--- config.mk ---
export PLATFORM = sky130hd
export DESIGN_NAME = ras_stack
export DESIGN_NICKNAME = d
export VERILOG_FILES = /design/src/rtl/ras_stack.sv
export SDC_FILE = /design/constraint.sdc
export NUM_CORES = 1
export LEC_CHECK = 0
export ABC_AREA = 1
export CAP_MARGIN = 20
export CELL_PAD_IN_SITES_DETAIL_PLACEMENT = 0
export CELL_PAD_IN_SITES_GLOBAL_PLACEMENT = 1
export CORE_UTILIZATION = 47
export DETAILED_ROUTE_END_ITERATION = 10
export PLACE_DENSITY = 0.83
export SKIP_CTS_REPAIR_TIMING = 1
export SLEW_MARGIN = 20
export SYNTH_ARGS = -nofsm -noshare
export SYNTH_HDL_FRONTEND = slang
export SYNTH_SLANG_ARGS = --single-unit
export TNS_END_PERCENT = 30
--- constraint.sdc ---
create_clock -name clk_i -period 4.1 [get_ports clk_i]
set_clock_uncertainty 0.15 [all_clocks]
set_input_delay 0.615 -clock clk_i [delete_from_list [all_inputs] [get_ports clk_i]]
set_output_delay 0.615 -clock clk_i [all_outputs]
set_load 0.05 [all_outputs]
--- src/rtl/ras_stack.sv ---
// ras_stack: return address stack for the fetch stage.
// Pushes call PC + 4 on a call, pops on a return, and presents the top entry
// as the predicted return target. A {cnt, tos} snapshot is exported so the
// branch unit can restore the speculative pointer state after a mispredict.
// Optional feature: define RAS_RECOVER_EN to enable pointer recovery from
// recover_ptr_i; without it recover_i / recover_ptr_i are ignored.

module ras_stack #(
   parameter int DEPTH = 8,
   parameter int AW    = $clog2(DEPTH)
) (
   input  logic              clk_i,
   input  logic              rst_i,
   input  logic              ras_valid_i,
   input  logic [1:0]        ras_ctrl_i,
   input  logic [63:0]       ras_data_i,
   output logic [63:0]       ras_top_o,
   output logic              ras_empty_o,
   output logic              ras_full_o,
   output logic [2*AW:0]     ras_ptr_o,
   input  logic              recover_i,
   input  logic [2*AW:0]     recover_ptr_i
);

   typedef enum logic [1:0] {
      OP_NONE = 2'b00,
      OP_PUSH = 2'b01,
      OP_POP  = 2'b10,
      OP_SWAP = 2'b11   // pop-then-push (coroutine)
   } op_e;

   localparam logic [AW:0]   CNT_FULL = (AW+1)'(DEPTH);
   localparam logic [AW:0]   CNT_ONE  = (AW+1)'(1);
   localparam logic [AW-1:0] TOS_ONE  = AW'(1);

   // Stack storage and pointer state
   logic [63:0]   mem [DEPTH];
   logic [AW-1:0] tos;
   logic [AW:0]   cnt;

   // Next-state and write-port controls
   logic [AW-1:0] tos_next;
   logic [AW:0]   cnt_next;
   logic          wr_en;
   logic [AW-1:0] wr_idx;
   logic [63:0]   push_value;
   logic          empty;
   logic          full;
   op_e           op;

   assign op         = op_e'(ras_ctrl_i);
   assign push_value = ras_data_i + 64'h4;
   assign empty      = (cnt == '0);
   assign full       = (cnt == CNT_FULL);

   // Decode the requested operation into pointer updates and one write.
   always_comb begin
      // NOTE: every output of this block gets a default first, so no path
      // through the case/if tree can leave a value unassigned and infer a latch.
      tos_next = tos;
      cnt_next = cnt;
      wr_en    = 1'b0;
      wr_idx   = tos;

      if (ras_valid_i) begin
         unique case (op)
            OP_PUSH: begin
               tos_next = tos + TOS_ONE;
               wr_en    = 1'b1;
               wr_idx   = tos + TOS_ONE;
               // A push into a full stack overwrites the oldest entry.
               cnt_next = full ? cnt : cnt + CNT_ONE;
            end
            OP_POP: begin
               // Popping an empty stack is a no-op; the stale top is kept.
               if (!empty) begin
                  tos_next = tos - TOS_ONE;
                  cnt_next = cnt - CNT_ONE;
               end
            end
            OP_SWAP: begin
               if (empty) begin
                  // Nothing to pop: identical to a plain push.
                  tos_next = tos + TOS_ONE;
                  wr_en    = 1'b1;
                  wr_idx   = tos + TOS_ONE;
                  cnt_next = cnt + CNT_ONE;
               end else begin
                  // Replace the top entry in place; depth is unchanged.
                  wr_en  = 1'b1;
                  wr_idx = tos;
               end
            end
            default: ;  // OP_NONE holds state
         endcase
      end

`ifdef RAS_RECOVER_EN
      // Recovery wins over any same-cycle operation, which is dropped.
      // Entry contents are deliberately not restored.
      if (recover_i) begin
         cnt_next = recover_ptr_i[2*AW:AW];
         tos_next = recover_ptr_i[AW-1:0];
         wr_en    = 1'b0;
      end
`endif
   end

`ifndef RAS_RECOVER_EN
   // Recovery ports exist for interface compatibility but drive nothing.
   logic unused_recover;
   assign unused_recover = ^{recover_i, recover_ptr_i};
`endif

   // Pointer registers with synchronous reset.
   always_ff @(posedge clk_i) begin
      // NOTE: state is written with non-blocking assignments so every flop
      // samples the pre-edge values regardless of block evaluation order.
      if (rst_i) begin
         tos <= '0;
         cnt <= '0;
      end else begin
         tos <= tos_next;
         cnt <= cnt_next;
      end
   end

   // Entry storage; single write port driven by the decode above.
   always_ff @(posedge clk_i) begin
      // NOTE: the entries are reset because the top output after reset and
      // after an empty pop must read a defined value, which rules out RAM
      // macros and keeps this array in flops.
      if (rst_i) begin
         for (int i = 0; i < DEPTH; i++) begin
            mem[i] <= '0;
         end
      end else if (wr_en) begin
         mem[wr_idx] <= push_value;
      end
   end

   // Outputs depend only on registered state.
   assign ras_top_o   = mem[tos];
   assign ras_empty_o = empty;
   assign ras_full_o  = full;
   assign ras_ptr_o   = {cnt, tos};

endmodule

==> results of run 1 <==
[cell families after synthesis]
kind of cell	count (synthesis)	synth area share, %
AO/OA/AOI/OAI	283	7.76
XOR/XNOR	53	1.93
adder cells (fa/ha/maj)	6	0.333
buffers and inverters	232	4.67
flip-flops	522	62.7
AND/OR/NAND/NOR	1459	22.6
[metrics by stage]
step	hold WS (ns)	setup WS [ns]	area (um2)	util, %	cells
2_1_floorplan	0.534	0.0563	24800	-	2555
3_5_place_dp	0.391	0.624	26900	52.0	3264
3_3_place_gp	0.374	0.653	26900	52.0	3264
4_1_cts	0.406	0.0596	28600	55.2	3361
6_report	0.399	0.127	28600	55.3	3366
5_1_grt	0.432	0.000704	28600	55.3	3366
[state kept, by name, summed over array words and instances, names as in the netlist, named ones only]
name,count
cnt,4
mem,512
tos,3
[power by group]
group / total, mW / switching, mW / internal (mW) / leakage, nW
clock: 4.70 / 2.01 / 2.69 / 0.810
combinational: 2.46 / 1.75 / 0.710 / 4.77
sequential: 6.21 / 0.102 / 6.11 / 5.38
[final timing paths]
path / startpoint / endpoint / depth (start not counted)
min reg2reg: cnt[3] / cnt[3] / 2
max: flop / ras_top_o[59] / 7
max reg2reg: tos[0] / mem[7][48] / 11
min: cnt[3] / cnt[3] / 2
[critical path: cells and delay by family (launching register included)]
kind | cells | cell delay (ns)
and+or+nand+nor | 3 | 0.28
DFF | 1 | 0.48
buffers and inverters | 3 | 1.55
AOI/OAI and AO/OA | 1 | 0.25
[cell usage in the layout (no fill, tap or decap), types with 8 or more instances in the layout]
master / count
sky130_fd_sc_hd__clkbuf_16: 55
sky130_fd_sc_hd__nor2_2: 8
sky130_fd_sc_hd__nand3_1: 26
sky130_fd_sc_hd__buf_4: 60
sky130_fd_sc_hd__buf_12: 21
sky130_fd_sc_hd__o21ai_0: 138
sky130_fd_sc_hd__clkdlybuf4s50_1: 100
sky130_fd_sc_hd__nand2_4: 8
sky130_fd_sc_hd__o32ai_1: 128
sky130_fd_sc_hd__clkinv_1: 18
sky130_fd_sc_hd__clkbuf_1: 9
sky130_fd_sc_hd__xnor2_1: 25
sky130_fd_sc_hd__nand3_4: 8
sky130_fd_sc_hd__inv_1: 72
sky130_fd_sc_hd__nor2_1: 1011
sky130_fd_sc_hd__xor2_1: 26
sky130_fd_sc_hd__nand2_1: 378
sky130_fd_sc_hd__edfxtp_1: 512
[metal layers]
| layer | GRT usage (%) | vias to the layer above | part of all wire (%) |
|---|---|---|---|
| met1 | 36.3 | 9390 | 40 |
| li1 | - | 8805 | - |
| met5 | 0 | - | 0.063 |
| met3 | 5.35 | 143 | 9.1 |
| met2 | 44.3 | 863 | 48 |
| met4 | 9.17 | 6 | 2.7 |
[final cells by class]
type	count	share of cell area, %
Clock buffer	64	4.93
Tap cell	680	2.98
Inverter	77	1.03
Sequential cell	522	54.5
Multi-Input combinational cell	1801	28.9
Antenna cell	5	0.0438
Timing Repair Buffer	184	6.68
Clock inverter	33	0.906
==> results.toml, run 1 <==
[setup_path]
critical_path.startpoint_type = "flop"
timing.critical_path.fanout_max = 36
cpMostUsedCell = "sky130_fd_sc_hd__nand2_1"
timing.critical_path.slowest_cell_delay_ns = 0.83
critPathKind = "reg2out"
worstPathCellList = "inv_6, buf_4, nor2_1, o32ai_1, nand2_1, nand2_1, clkdlybuf4s50_1"
crit_arrival_ns = 3.21
cpMaxStageDelayCell = "sky130_fd_sc_hd__clkdlybuf4s50_1"
timing.reg2reg.setup_slack_ns = 0.90
critical_path.endpoint_type = "primary output"
cp_required_ns = 3.34

[logic_synthesis]
ys_types = 34
yosys.cell_count.top_type = "sky130_fd_sc_hd__nor2_1"
synthesis.area_per_instance_um2 = 9.72
synth.top_cell.area_share_pct = 61.9
synth-async-reset-ratio_pct = 0
yosysTopAreaCell = "sky130_fd_sc_hd__edfxtp_1"
ys_seq_elements = 522
synth_nets = 2638
ys.warnings.count = 0
ys_dominant_reg_cell = "sky130_fd_sc_hd__edfxtp_1"
syn-cell-area_mm2 = 0.0248
synth_edf_count = 512
synth_seq_area_share_pct = 62.7
synth_common_cells = "sky130_fd_sc_hd__nor2_1 (1011), sky130_fd_sc_hd__edfxtp_1 (512), sky130_fd_sc_hd__nand2_1 (386), sky130_fd_sc_hd__o21ai_0 (138), sky130_fd_sc_hd__o32ai_1 (128)"
synth_instances = 2555
yosys-top-cells-area = "sky130_fd_sc_hd__edfxtp_1 (62%), sky130_fd_sc_hd__nor2_1 (15%), sky130_fd_sc_hd__nand2_1 (5.8%)"

[timing]
rsz0062_at_grt = "no"
timing_hold_violations_final = 0
number_of_pins_exceeding_their_max_slew_limit_in_the_final_report = 0
timing.final.crit_period_ns = 3.97
setup_viol_count_final = 0
fmax_ghz = 0.252
worst_pin_slew_ns = 1.15
finalSetupTns_ns = 0
final_period_utilization_pct = 96.9
slew-limit-headroom_pct = 23.6

[clock_tree]
cts_sinks = 522
cts.htree.levels = 2
cts-root-to-sink-buffers = 3
clock_latency_at_the_later_pin_of_the_worst_skew_pair_ns = 0.61
root_buffer = "sky130_fd_sc_hd__clkbuf_16"
clock_slew_at_the_register_clock_pins_of_the_worst_setup_and_hold_paths_ns = 0.06
tritoncts_clock_tree = "yes"
number_of_cts_inserted_buffers = 53

[global_routing]
largest_net_degree_at_the_start_of_global_routing = 93
antenna_violations_before_repair = 8
globalRouteTotalUtil_pct = 27.2
grt_pass1_wl_um = 109000
first_global_vias = 18700
gr-total-overflow = 0

[floorplan]
design.core.area_mm2 = 0.0517
design.die.area_mm2 = 0.0538
floorplan.io_pins = 150
starting_density_of_the_core_pct = 48.0
die_y_um = 232
die_wd_um = 232
core.rowCount = 83

[drt]
avgViaCountPerCell = 5.71
routedWlPerCell_um = 21.8
drtPass1Iterations = 5
detail_route.iter0.violations = 1839
vias = 19200
count_of_nets_left_with_antenna_violations_after_detail_routing = 0
drc_errors = 0
routed_wirelength_um = 73300

[cells_and_area]
area_used_by_multi_input_combinational_logic_mm2 = 0.00826
final_nets = 2722
filler_cell_count = 4529
layout-drive-gt1-share_pct = 7.39
areaGrowthSynthToFinish_pct = 15.1
register_area_mm2 = 0.0156

[outcome]
status = "finished clean"

[placement]
gp_congestion = 0.954
dp_hpwl_um = 42000
port-buffer-count = 141

[power]
pwr_density_cell_mw_per_mm2 = 468
power.leakage_nw = 11.0
maximum_vdd_drop_uv = 341
design_power_total_mw = 13.4

[flow_run]
cap_viol_max_count = 0

[min_path]
hold_class = "reg2reg"
No activity file was read; power rests on OpenSTA's default activity.
==> run 2, diff against run 1 <==
--- a/config.mk
+++ b/config.mk
@@ -11,6 +11,7 @@
 export CELL_PAD_IN_SITES_GLOBAL_PLACEMENT = 1
 export CORE_UTILIZATION = 47
 export DETAILED_ROUTE_END_ITERATION = 10
+export MAX_ROUTING_LAYER = met4
 export PLACE_DENSITY = 0.83
 export SKIP_CTS_REPAIR_TIMING = 1
 export SLEW_MARGIN = 20
==> results.toml, run 2 (synthesized netlist as in run 1, its figures left out) <==
[placement]
dp_hpwl_um = 42100
gp_congestion = 0.958
postPlaceCellArea_mm2 = 0.0269
placed_cells = 3268
port-buffer-count = 141
detailedPlace.worstSlack_ns = 0.638

[setup_path]
critical_path.endpoint_type = "primary output"
timing.critical_path.fanout_max = 62
cp_required_ns = 3.34
crit_arrival_ns = 3.17
critPathKind = "reg2out"
cpMaxStageDelayCell = "sky130_fd_sc_hd__clkdlybuf4s50_1"
worstPathCellList = "buf_4, nor2_1, o32ai_1, nand2_1, nand2_1, clkdlybuf4s50_1"
critical_path.startpoint_type = "flop"
cpMostUsedCell = "sky130_fd_sc_hd__nand2_1"
timing.critical_path.slowest_cell_delay_ns = 0.85

[power]
power.leakage_nw = 11.0
pwr_density_cell_mw_per_mm2 = 471
design_power_total_mw = 13.5
maximum_vdd_drop_uv = 305

[timing]
fmax_ghz = 0.254
timing.final.crit_period_ns = 3.94
setup_viol_count_final = 0
worst_pin_slew_ns = 1.12
rsz0062_at_grt = "no"
finalSetupTns_ns = 0
final.hold.worst_slack_ns = 0.391
timing_hold_violations_final = 0
number_of_pins_exceeding_their_max_slew_limit_in_the_final_report = 0
slew-limit-headroom_pct = 25.3
post-route-worst-setup-slack_ns = 0.164
final_period_utilization_pct = 96.0

[drt]
vias = 19200
drtPass1Iterations = 5
avgViaCountPerCell = 5.68
routedWlPerCell_um = 21.6
count_of_nets_left_with_antenna_violations_after_detail_routing = 0
detail_route.iter0.violations = 1888
drc_errors = 0
routed_wirelength_um = 72800

[cells_and_area]
layout-drive-gt1-share_pct = 8.08
reg.largest.list = "mem: 512 flops, cnt: 4 flops, tos: 3 flops"
layout.cells.most_common = "sky130_fd_sc_hd__nor2_1"
instances_no_fill = 3374
final_core_util_pct = 55.4
final_nets = 2727
final_design_area_no_fill_mm2 = 0.0286
largest_reg_flops = 512
registers.top_by_ff_count = "mem"
areaGrowthSynthToFinish_pct = 15.4
highest_count_cells_in_the_layout_ignoring_fill_and_taps = "sky130_fd_sc_hd__nor2_1 (1011), sky130_fd_sc_hd__edfxtp_1 (512), sky130_fd_sc_hd__nand2_1 (378)"

[global_routing]
first_global_vias = 18700
largest_net_degree_at_the_start_of_global_routing = 119
grt_pass1_wl_um = 108000
antenna_violations_before_repair = 7
globalRouteTotalUtil_pct = 27.8
gr-total-overflow = 0

[floorplan]
design.core.area_mm2 = 0.0517
die_wd_um = 232
design.die.area_mm2 = 0.0538
core.rowCount = 83
die_y_um = 232
starting_density_of_the_core_pct = 48.0
floorplan.io_pins = 150

[clock_tree]
number_of_cts_inserted_buffers = 53
root_buffer = "sky130_fd_sc_hd__clkbuf_16"
tritoncts_clock_tree = "yes"
cts-root-to-sink-buffers = 3
cts_sinks = 522
clock_slew_at_the_register_clock_pins_of_the_worst_setup_and_hold_paths_ns = 0.07
cts.htree.levels = 2
clock_latency_at_the_later_pin_of_the_worst_skew_pair_ns = 0.60

[outcome]
status = "finished clean"

[min_path]
hold_class = "reg2reg"

[flow_run]
cap_viol_max_count = 0
-- run 2: cell count changes in the layout (fill, tap and decap cells not counted), moves of 3 or more --
cell and delta:
sky130_fd_sc_hd__clkdlybuf4s50_1 +3, sky130_fd_sc_hd__clkinv_1 -11, sky130_fd_sc_hd__buf_4 +6, sky130_fd_sc_hd__clkinv_2 +11, sky130_fd_sc_hd__dlymetal6s2s_1 -3
-- run 2: worst paths after layout --
kind	to	cells past startpoint	startpoint	slack, ns
max	ras_top_o[2]	6	flop	0.16
min	cnt[2]	2	cnt[2]	0.39
max reg2reg	mem[6][38]	11	tos[0]	0.93
min reg2reg	cnt[2]	2	cnt[2]	0.39
-- run 2: final cells by class --
| type | count | area, um2 |
|---|---|---|
| Sequential cell | 522 | 15600 |
| Inverter | 77 | 294 |
| Timing Repair Buffer | 189 | 1920 |
| Fill cell | 4487 | 23100 |
| Multi-Input combinational cell | 1801 | 8260 |
| Clock buffer | 62 | 1400 |
| Clock inverter | 36 | 320 |
| Antenna cell | 7 | 17.5 |
| Tap cell | 680 | 851 |
-- run 2: routing by layer --
metal | GRT usage (%) | share of wire (%) | vias to the layer above | routed length, um
met3 | 4.67 | 8.5 | 146 | 6210
met1 | 35.2 | 40 | 9316 | 29100
met4 | 9.60 | 3.0 | 0 | 2180
met2 | 45.1 | 48 | 891 | 35300
met5 | - | 0 | - | 0
li1 | - | - | 8811 | -
-- run 2: power by group --
group          internal, mW  total (mW)  switching (mW)
sequential             6.11        6.19          0.0888
combinational         0.718        2.49            1.77
clock                  2.76        4.81            2.04
-- run 2: worst max-delay path: cells and delay by family, from the launching register on --
| family | cells | cell delay, ns |
|---|---|---|
| AND/OR/NAND/NOR | 3 | 0.38 |
| flip-flops | 1 | 0.44 |
| buffers and inverters | 2 | 1.44 |
| AO/OA/AOI/OAI | 1 | 0.29 |
==> run 3, diff against run 2 <==
--- a/config.mk
+++ b/config.mk
@@ -12,7 +12,7 @@
 export CORE_UTILIZATION = 47
 export DETAILED_ROUTE_END_ITERATION = 10
 export MAX_ROUTING_LAYER = met4
-export PLACE_DENSITY = 0.83
+export PLACE_DENSITY = 0.86
 export SKIP_CTS_REPAIR_TIMING = 1
 export SLEW_MARGIN = 20
 export SYNTH_ARGS = -nofsm -noshare
==> results.toml, run 3 (synthesized netlist as in run 1, its figures left out) <==
[setup_path]
worstPathCellList = "inv_6, buf_4, nor2_1, o32ai_1, nand2_1, nand2_1, buf_4"
timing.critical_path.fanout_max = 89
critical_path.startpoint_type = "flop"
cpLargestDelayFamily = "buffers and inverters"
cp_required_ns = 3.34
critical_path.endpoint_type = "primary output"
cpMaxStageDelayCell = "sky130_fd_sc_hd__inv_6"
crit_arrival_ns = 3.19
cp.buffers_inverters = 3
critPathKind = "reg2out"
timing.critical_path.slowest_cell_delay_ns = 0.72

[floorplan]
die_y_um = 232
design.die.area_mm2 = 0.0538
die_wd_um = 232
core.rowCount = 83
starting_density_of_the_core_pct = 48.0
design.core.area_mm2 = 0.0517
floorplan.io_pins = 150

[cells_and_area]
area_used_by_multi_input_combinational_logic_mm2 = 0.00826
areaGrowthSynthToFinish_pct = 16.8
final_nets = 2723
layout.cells.most_common = "sky130_fd_sc_hd__nor2_1"
filler_cell_count = 4417
register_area_mm2 = 0.0156
final_design_area_no_fill_mm2 = 0.0290
registers.top_by_ff_count = "mem"
reg.largest.list = "mem: 512 flops, cnt: 4 flops, tos: 3 flops"
highest_count_cells_in_the_layout_ignoring_fill_and_taps = "sky130_fd_sc_hd__nor2_1 (1011), sky130_fd_sc_hd__edfxtp_1 (512), sky130_fd_sc_hd__nand2_1 (378)"
largest_reg_flops = 512
layout-drive-gt1-share_pct = 8.80

[timing]
slew-limit-headroom_pct = 27.5
fmax_ghz = 0.253
finalSetupTns_ns = 0
timing_hold_violations_final = 0
rsz0062_at_grt = "no"
setup_viol_count_final = 0
number_of_pins_exceeding_their_max_slew_limit_in_the_final_report = 0
worst_pin_slew_ns = 1.09
timing.final.crit_period_ns = 3.95
final_period_utilization_pct = 96.5
post-route-worst-setup-slack_ns = 0.145

[drt]
drc_errors = 0
drtPass1Iterations = 6
routed_wirelength_um = 72100
detail_route.iter0.violations = 1875
count_of_nets_left_with_antenna_violations_after_detail_routing = 0
vias = 19000
avgViaCountPerCell = 5.65
routedWlPerCell_um = 21.4

[placement]
dp_hpwl_um = 42000
detailedPlace.worstSlack_ns = 0.613
gp_congestion = 0.960
postPlaceCellArea_mm2 = 0.0272
port-buffer-count = 141

[global_routing]
first_global_vias = 18300
grt_pass1_wl_um = 107000
gr-total-overflow = 0
antenna_violations_before_repair = 8
globalRouteTotalUtil_pct = 27.4
largest_net_degree_at_the_start_of_global_routing = 119

[power]
design_power_total_mw = 13.7
maximum_vdd_drop_uv = 278
power.leakage_nw = 11.1
pwr_density_cell_mw_per_mm2 = 472

[clock_tree]
root_buffer = "sky130_fd_sc_hd__clkbuf_16"
clock_slew_at_the_register_clock_pins_of_the_worst_setup_and_hold_paths_ns = 0.06
cts.htree.levels = 2
number_of_cts_inserted_buffers = 53
cts_sinks = 522
cts-root-to-sink-buffers = 3
tritoncts_clock_tree = "yes"
clock_latency_at_the_later_pin_of_the_worst_skew_pair_ns = 0.61

[min_path]
hold_class = "reg2reg"

[outcome]
status = "finished clean"

[flow_run]
cap_viol_max_count = 0
run 3: cell count changes in the layout (fill, tap and decap cells not counted), moves of 2 or more:
cell                              change
sky130_fd_sc_hd__clkbuf_8             +3
sky130_fd_sc_hd__buf_4               -12
sky130_fd_sc_hd__clkbuf_1             -2
sky130_fd_sc_hd__clkinv_1             +5
sky130_fd_sc_hd__clkdlybuf4s50_1     -26
sky130_fd_sc_hd__clkinv_2             -4
sky130_fd_sc_hd__buf_12              +35
run 3: final cells by class:
cell class              count  area share (%)
flip-flops and latches    522            53.7
inverters                  77            1.01
clock inverters            36            1.10
multi-input cells        1801            28.5
well taps                 680            2.93
diodes                      8          0.0690
clock buffers              62            4.87
repair buffers            185            7.78
run 3: through the flow:
step,hold slack (ns),instances,util (%)
global placement,0.377,3265,52.7
detailed placement,0.375,3265,52.7
CTS,0.385,3363,56.0
finish,0.382,3371,56.1
global route,0.410,3371,56.1
floorplan,0.534,2555,-
run 3: path summary, 6_finish.rpt:
check | from | slack (ns) | endpoint | cells past startpoint
max | flop | 0.15 | ras_top_o[5] | 7
min | cnt[3] | 0.38 | cnt[3] | 2
max reg2reg | tos[0] | 0.94 | mem[2][36] | 11
min reg2reg | cnt[3] | 0.38 | cnt[3] | 2
run 3: metal layers:
metal / global-route usage, % / vias up / wire [um]
met5: - / - / 0
met2: 43.8 / 898 / 34200
met1: 35.5 / 9194 / 29200
met4: 8.41 / 0 / 1860
li1: - / 8818 / -
met3: 5.22 / 133 / 6840
run 3: where the power goes:
group | internal, mW | switching [mW] | leakage (nW) | total [mW]
registers | 6.11 | 0.113 | 5.38 | 6.22
clock network | 2.77 | 2.03 | 0.853 | 4.80
logic | 0.892 | 1.78 | 4.90 | 2.67
total | 9.77 | 3.92 | 11.1 | 13.7
run 3: worst min-delay path, cell delays in order, from the launching register on:
cell	delay, ns
sky130_fd_sc_hd__dfxtp_1	0.35
sky130_fd_sc_hd__nand2_1	0.08
sky130_fd_sc_hd__a21oi_1	0.06
